==> config.mk <==
export PLATFORM = sky130hd
export DESIGN_NAME = sample_list_sched
export DESIGN_NICKNAME = d
export VERILOG_FILES = /design/src/rtl/sample_sched_pkg.sv /design/src/rtl/prio_pick.sv /design/src/rtl/sample_list_sched.sv
export SDC_FILE = /design/constraint.sdc
export NUM_CORES = 1
export LEC_CHECK = 0
export CAP_MARGIN = 20
export CORE_ASPECT_RATIO = 0.8
export CORE_MARGIN = 3
export CORE_UTILIZATION = 55
export CTS_BUF_LIST = sky130_fd_sc_hd__clkbuf_8
export DETAILED_ROUTE_END_ITERATION = 6
export PLACE_DENSITY = 0.89
export SYNTH_ARGS = -nofsm -noshare
export SYNTH_HDL_FRONTEND = slang
export SYNTH_SLANG_ARGS = --single-unit
==> constraint.sdc <==
create_clock -name clk -period 2.4 [get_ports clk]
set_clock_uncertainty 0.2 [all_clocks]
set_input_delay 0.48 -clock clk [delete_from_list [all_inputs] [get_ports clk]]
set_output_delay 0.48 -clock clk [all_outputs]
set_load 0.01 [all_outputs]
==> src/rtl/sample_sched_pkg.sv <==
// Shared definitions for the sample-netlist list scheduler: node indices,
// operation types, dependency table and FSM states.
package sample_sched_pkg;

    localparam int N_NODES = 11;

    localparam int G = 0;
    localparam int H = 1;
    localparam int I = 2;
    localparam int J = 3;
    localparam int K = 4;
    localparam int L = 5;
    localparam int M = 6;
    localparam int N = 7;
    localparam int O = 8;
    localparam int P = 9;
    localparam int Q = 10;

    typedef enum logic [1:0] {T_AND, T_OR, T_NOT} node_type_e;

    typedef enum logic [1:0] {S_IDLE, S_RUN, S_DONE} state_e;

    localparam node_type_e NODE_TYPE [N_NODES] = '{
        T_OR, T_AND, T_NOT, T_OR, T_OR, T_AND, T_AND, T_AND, T_AND, T_NOT, T_NOT
    };

    // Internal predecessors only; primary inputs are always available.
    localparam logic [N_NODES-1:0] PRED [N_NODES] = '{
        11'h000, 11'h000, 11'h000, 11'h000,
        11'h007, 11'h00E, 11'h00C, 11'h060,
        11'h012, 11'h001, 11'h080
    };

    function automatic logic [N_NODES-1:0] type_mask(input node_type_e t);
        logic [N_NODES-1:0] m;
        m = '0;
        for (int idx = 0; idx < N_NODES; idx++) begin
            m[idx] = (NODE_TYPE[idx] == t);
        end
        return m;
    endfunction

endpackage

==> src/rtl/prio_pick.sv <==
// Selects the first K set bits of a request mask, lowest index first.
module prio_pick #(
    parameter int W = 11,
    parameter int K = 1
) (
    input  logic [W-1:0] req,
    output logic [W-1:0] pick
);

    int cnt;

    always_comb begin
        pick = '0;
        cnt  = 0;
        for (int idx = 0; idx < W; idx++) begin
            if (req[idx] && (cnt < K)) begin
                pick[idx] = 1'b1;
                cnt       = cnt + 1;
            end
        end
    end

endmodule

==> src/rtl/sample_list_sched.sv <==
// Resource-constrained list scheduler that evaluates the sample netlist over
// several cycles, issuing up to N_AND/N_OR/N_NOT operations per cycle.
module sample_list_sched
    import sample_sched_pkg::*;
#(
    parameter int N_AND = 1,
    parameter int N_OR  = 1,
    parameter int N_NOT = 1
) (
    input  logic        clk,
    input  logic        rst,
    input  logic        start,
    input  logic        a,
    input  logic        b,
    input  logic        c,
    input  logic        d,
    input  logic        e,
    input  logic        f,
    output logic        busy,
    output logic        done,
    output logic        o,
    output logic        p,
    output logic        q,
    output logic [10:0] issue_mask,
    output logic [3:0]  step_cnt
);

    state_e               state;
    logic [N_NODES-1:0]   done_mask;
    logic [N_NODES-1:0]   val;
    logic [5:0]           in_reg;
    logic [N_NODES-1:0]   ready;
    logic [N_NODES-1:0]   pick_and;
    logic [N_NODES-1:0]   pick_or;
    logic [N_NODES-1:0]   pick_not;
    logic [N_NODES-1:0]   node_val;
    logic [N_NODES-1:0]   val_nx;
    logic                 all_done;

    always_comb begin
        ready = '0;
        for (int idx = 0; idx < N_NODES; idx++) begin
            ready[idx] = ((PRED[idx] & ~done_mask) == '0) && !done_mask[idx];
        end
    end

    prio_pick #(.W(N_NODES), .K(N_AND)) u_pick_and (
        .req  (ready & type_mask(T_AND)),
        .pick (pick_and)
    );

    prio_pick #(.W(N_NODES), .K(N_OR)) u_pick_or (
        .req  (ready & type_mask(T_OR)),
        .pick (pick_or)
    );

    prio_pick #(.W(N_NODES), .K(N_NOT)) u_pick_not (
        .req  (ready & type_mask(T_NOT)),
        .pick (pick_not)
    );

    assign issue_mask = (state == S_RUN) ? (pick_and | pick_or | pick_not) : '0;

    // in_reg order is {f,e,d,c,b,a}; values of not-yet-ready nodes are don't-care.
    always_comb begin
        node_val    = '0;
        node_val[G] = in_reg[0] | in_reg[3];
        node_val[H] = in_reg[0] & in_reg[2];
        node_val[I] = ~in_reg[2];
        node_val[J] = in_reg[3] | in_reg[4] | in_reg[5];
        node_val[K] = val[G] | val[H] | val[I];
        node_val[L] = val[H] & val[I] & val[J];
        node_val[M] = val[I] & val[J];
        node_val[N] = val[L] & val[M];
        node_val[O] = in_reg[1] & val[H] & val[K];
        node_val[P] = ~val[G];
        node_val[Q] = ~val[N];
    end

    assign val_nx   = (val & ~issue_mask) | (node_val & issue_mask);
    assign all_done = &(done_mask | issue_mask);

    always_ff @(posedge clk or negedge rst) begin
        if (!rst) begin
            state     <= S_IDLE;
            done_mask <= '0;
            val       <= '0;
            in_reg    <= '0;
            step_cnt  <= '0;
            busy      <= 1'b0;
            done      <= 1'b0;
            o         <= 1'b0;
            p         <= 1'b0;
            q         <= 1'b0;
        end else begin
            case (state)
                S_IDLE: begin
                    done <= 1'b0;
                    if (start) begin
                        in_reg    <= {f, e, d, c, b, a};
                        done_mask <= '0;
                        val       <= '0;
                        step_cnt  <= '0;
                        busy      <= 1'b1;
                        state     <= S_RUN;
                    end
                end
                S_RUN: begin
                    val       <= val_nx;
                    done_mask <= done_mask | issue_mask;
                    step_cnt  <= step_cnt + 4'd1;
                    if (all_done) begin
                        o     <= val_nx[O];
                        p     <= val_nx[P];
                        q     <= val_nx[Q];
                        done  <= 1'b1;
                        state <= S_DONE;
                    end
                end
                S_DONE: begin
                    done  <= 1'b0;
                    busy  <= 1'b0;
                    state <= S_IDLE;
                end
                default: state <= S_IDLE;
            endcase
        end
    end

endmodule

==> results.py <==
metrics = {
    "timing": {
        "clock.fmax_mhz": 425,
        "rsz0062_at_grt": "yes",
        "setup_violations": 0,
        "hold_viol": 0,
        "fin_setup_tns_ps": 0,
        "worst_pin_slew_ps": 854,
        "maxSlewViolCount": 0,
        "period_needed_ps": 2350,
        "maxSlewHeadroom_pct": 43.1,
        "post-route-period-util_pct": 98.1,
    },
    "synth": {
        "synthFlopType": "dfrtp_1",
        "synth_nets": 192,
        "async_reset_ff_share_pct": 100,
        "netlist.area_leader.share_pct": 54.9,
        "yosysUniqueCellTypes": 40,
        "synthCells": 182,
        "synth_edf_count": 0,
        "syn_area_per_cell_um2": 9.77,
        "seq_area_frac_synth_pct": 54.9,
        "yosysWarnings": 0,
        "syn_area_um2": 1780,
        "yosys.area.top_type": "dfrtp_1",
        "ys_top_cells_by_area": "dfrtp_1 55%, nand2_1 8.7%, nor2_1 4.4%, o21ai_0 3.1%, mux2i_1 2.8%",
        "synth-seq-cells": 39,
    },
    "global_routing": {
        "grt_util_all_layers_pct": 24.3,
        "grt_first_pass_wirelength_mm": 7.49,
        "antenna_found_initial": 0,
        "grt.overflow.total": 0,
        "grt_pass1_vias": 1586,
        "grt_max_degree": 40,
    },
    "final_layout": {
        "drive_above_1_share_pct": 21.4,
        "syn_to_final_growth_pct": 33.4,
        "final_cell_area_um2": 2370,
        "num_antenna_cells": 0,
        "nNetsFinal": 244,
    },
    "drt": {
        "vias_per_cell": 5.88,
        "wl_mm": 4.52,
        "drt_iter0_markers": 168,
        "wl_per_cell_um": 16.6,
        "first_pass_iters": 5,
        "drc_errors": 0,
        "ant_nets": 0,
        "vias": 1598,
    },
    "place": {
        "place_hpwl_mm": 3.19,
        "dpl_cell_area_um2": 2250,
        "portBuffers": 28,
        "gp_congestion": 0.849,
    },
    "flow_run": {
        "maxCapViolations": 0,
    },
    "floorplan": {
        "ios": 29,
        "die_area_um2": 3960,
        "die_w_um": 69.6,
        "num_rows": 17,
        "initial_utilization_pct": 61.0,
        "die_h_um": 56.9,
        "coreArea_um2": 2910,
    },
    "critical_path": {
        "max_stage_delay_ps": 400,
        "cp_slowest_cell": "dfrtp_1",
        "crit_type": "reg2out",
        "cp.buffers_inverters": 3,
        "cp-end-kind": "output pin",
        "cp_top_family": "buffers and inverters",
        "worstPathRequired_ps": 1720,
        "crit_chain": "buf_4 -> nand2b_2 -> buf_12 -> nor2_1 -> dlygate4sd2_1",
        "worstPathMaxFanout": 6,
        "crit_arrival_ps": 1670,
        "start_kind": "flip-flop",
    },
    "cts": {
        "clock_path_buffers": 2,
        "htreeDepth": 2,
        "cts_tree": "done",
        "numClockSinks": 39,
        "numCtsBuffers": 5,
        "hold_buffers": 0,
        "cts_root_buf": "clkbuf_8",
        "clk_latency_ps": 290,
        "clkTransAtPathRegs_ps": 70,
    },
    "worst_hold_path": {
        "hp-class": "in2async",
    },
    "pwr": {
        "power_density_nw_per_um2": 1470,
        "ir_drop_uv": 865,
        "leakage_nw": 1.14,
    },
    "status": {
        "status": "completed",
    },
}
[stage by stage]
stage | cells | setup slack, ps | util (%) | hold slack [ps] | total power, mW
after global placement | 262 | 50.7 | 77.3 | 250 | 2.87
after floorplan | 182 | 343 | - | -15.6 | 2.13
after global routing | 272 | -34.7 | 81.4 | 156 | 3.72
after CTS | 270 | 4.23 | 80.4 | 125 | 3.41
after detailed placement | 262 | -3.59 | 77.3 | 264 | 2.98
final | 272 | 46.6 | 81.4 | 96.9 | 3.50
[where the power goes]
part / internal [mW] / leakage, nW / switching (mW) / total (mW)
Sequential: 0.942 / 0.478 / 0.276 / 1.22
Clock: 0.225 / 0.0470 / 0.216 / 0.441
Combinational: 0.888 / 0.612 / 0.948 / 1.84
[cell usage in the layout (no fill, tap or decap), types with 2 or more instances in the layout]
master,count
mux2_4,2
nand3_1,5
buf_4,21
mux2i_1,5
o21ai_0,11
o31ai_1,2
nor2_2,3
a21o_1,2
buf_12,2
nand2b_1,3
nor4_4,2
nor2_1,18
nand4_1,3
dfrtp_1,39
nor3_1,4
clkbuf_8,6
dlygate4sd2_1,8
clkdlybuf4s15_2,2
inv_1,4
a21oi_1,9
clkdlybuf4s50_1,16
nand2_1,41
[per-layer routing]
metal / up-vias / GRT usage (%) / part of all wire [%]
met5: - / 0 / 0
met1: 783 / 30.2 / 39
li1: 724 / - / -
met4: 0 / 8.36 / 2.5
met2: 77 / 41.3 / 50
met3: 14 / 6.08 / 8.3
[area by class of cell]
type / instances / area (µm²)
multi-input cells: 133 / 786
inverters: 4 / 15.0
well taps: 38 / 47.5
flip-flops and latches: 39 / 976
clock inverters: 1 / 5.00
repair buffers: 51 / 460
clock buffers: 6 / 82.6
fillers: 166 / 542
[final timing paths]
kind,slack [ps],startpoint,endpoint,cells after the start
setup / recovery,50,state[0],issue_mask[2],5
hold / removal,100,rst,val[7],1
setup reg to reg,170,state[1],p,7
hold reg to reg,280,val[9],val[9],1
max in group asynchronous,1370,rst,val[4],1
min in group clk,280,val[9],val[9],1
[cells in the mapped netlist (2+ instances only)]
cell	number
nand3_1	5
mux2_4	2
inv_1	4
nor2_1	21
dfrtp_1	39
and3b_1	2
nand2_1	41
a21oi_1	9
nand4_1	3
o21ai_0	11
nand2b_1	3
o31ai_1	2
nor3_1	4
mux2i_1	5
a21o_1	2
clkbuf_1	5
[kinds of logic (layout without fill, tap and decap cells)]
logic type,Yosys count,in the layout,synth area share [%]
xor+xnor,1,1,0.493
mux,8,8,5.14
fa+ha+maj,1,1,0.704
buf+inv,10,62,2.18
flops,39,39,54.9
compound gates,32,32,11.6
simple gates,91,91,25.0
[timing repair]
action | in CTS | in global routing
resized for setup | 18 | 5
buffers inserted | 1 | 2
setup endpoints to repair | 11 | 6
hold endpoints to repair | 0 | 0
pin swaps | 1 | 3
Note: power is estimated with default switching activity, not from simulation.
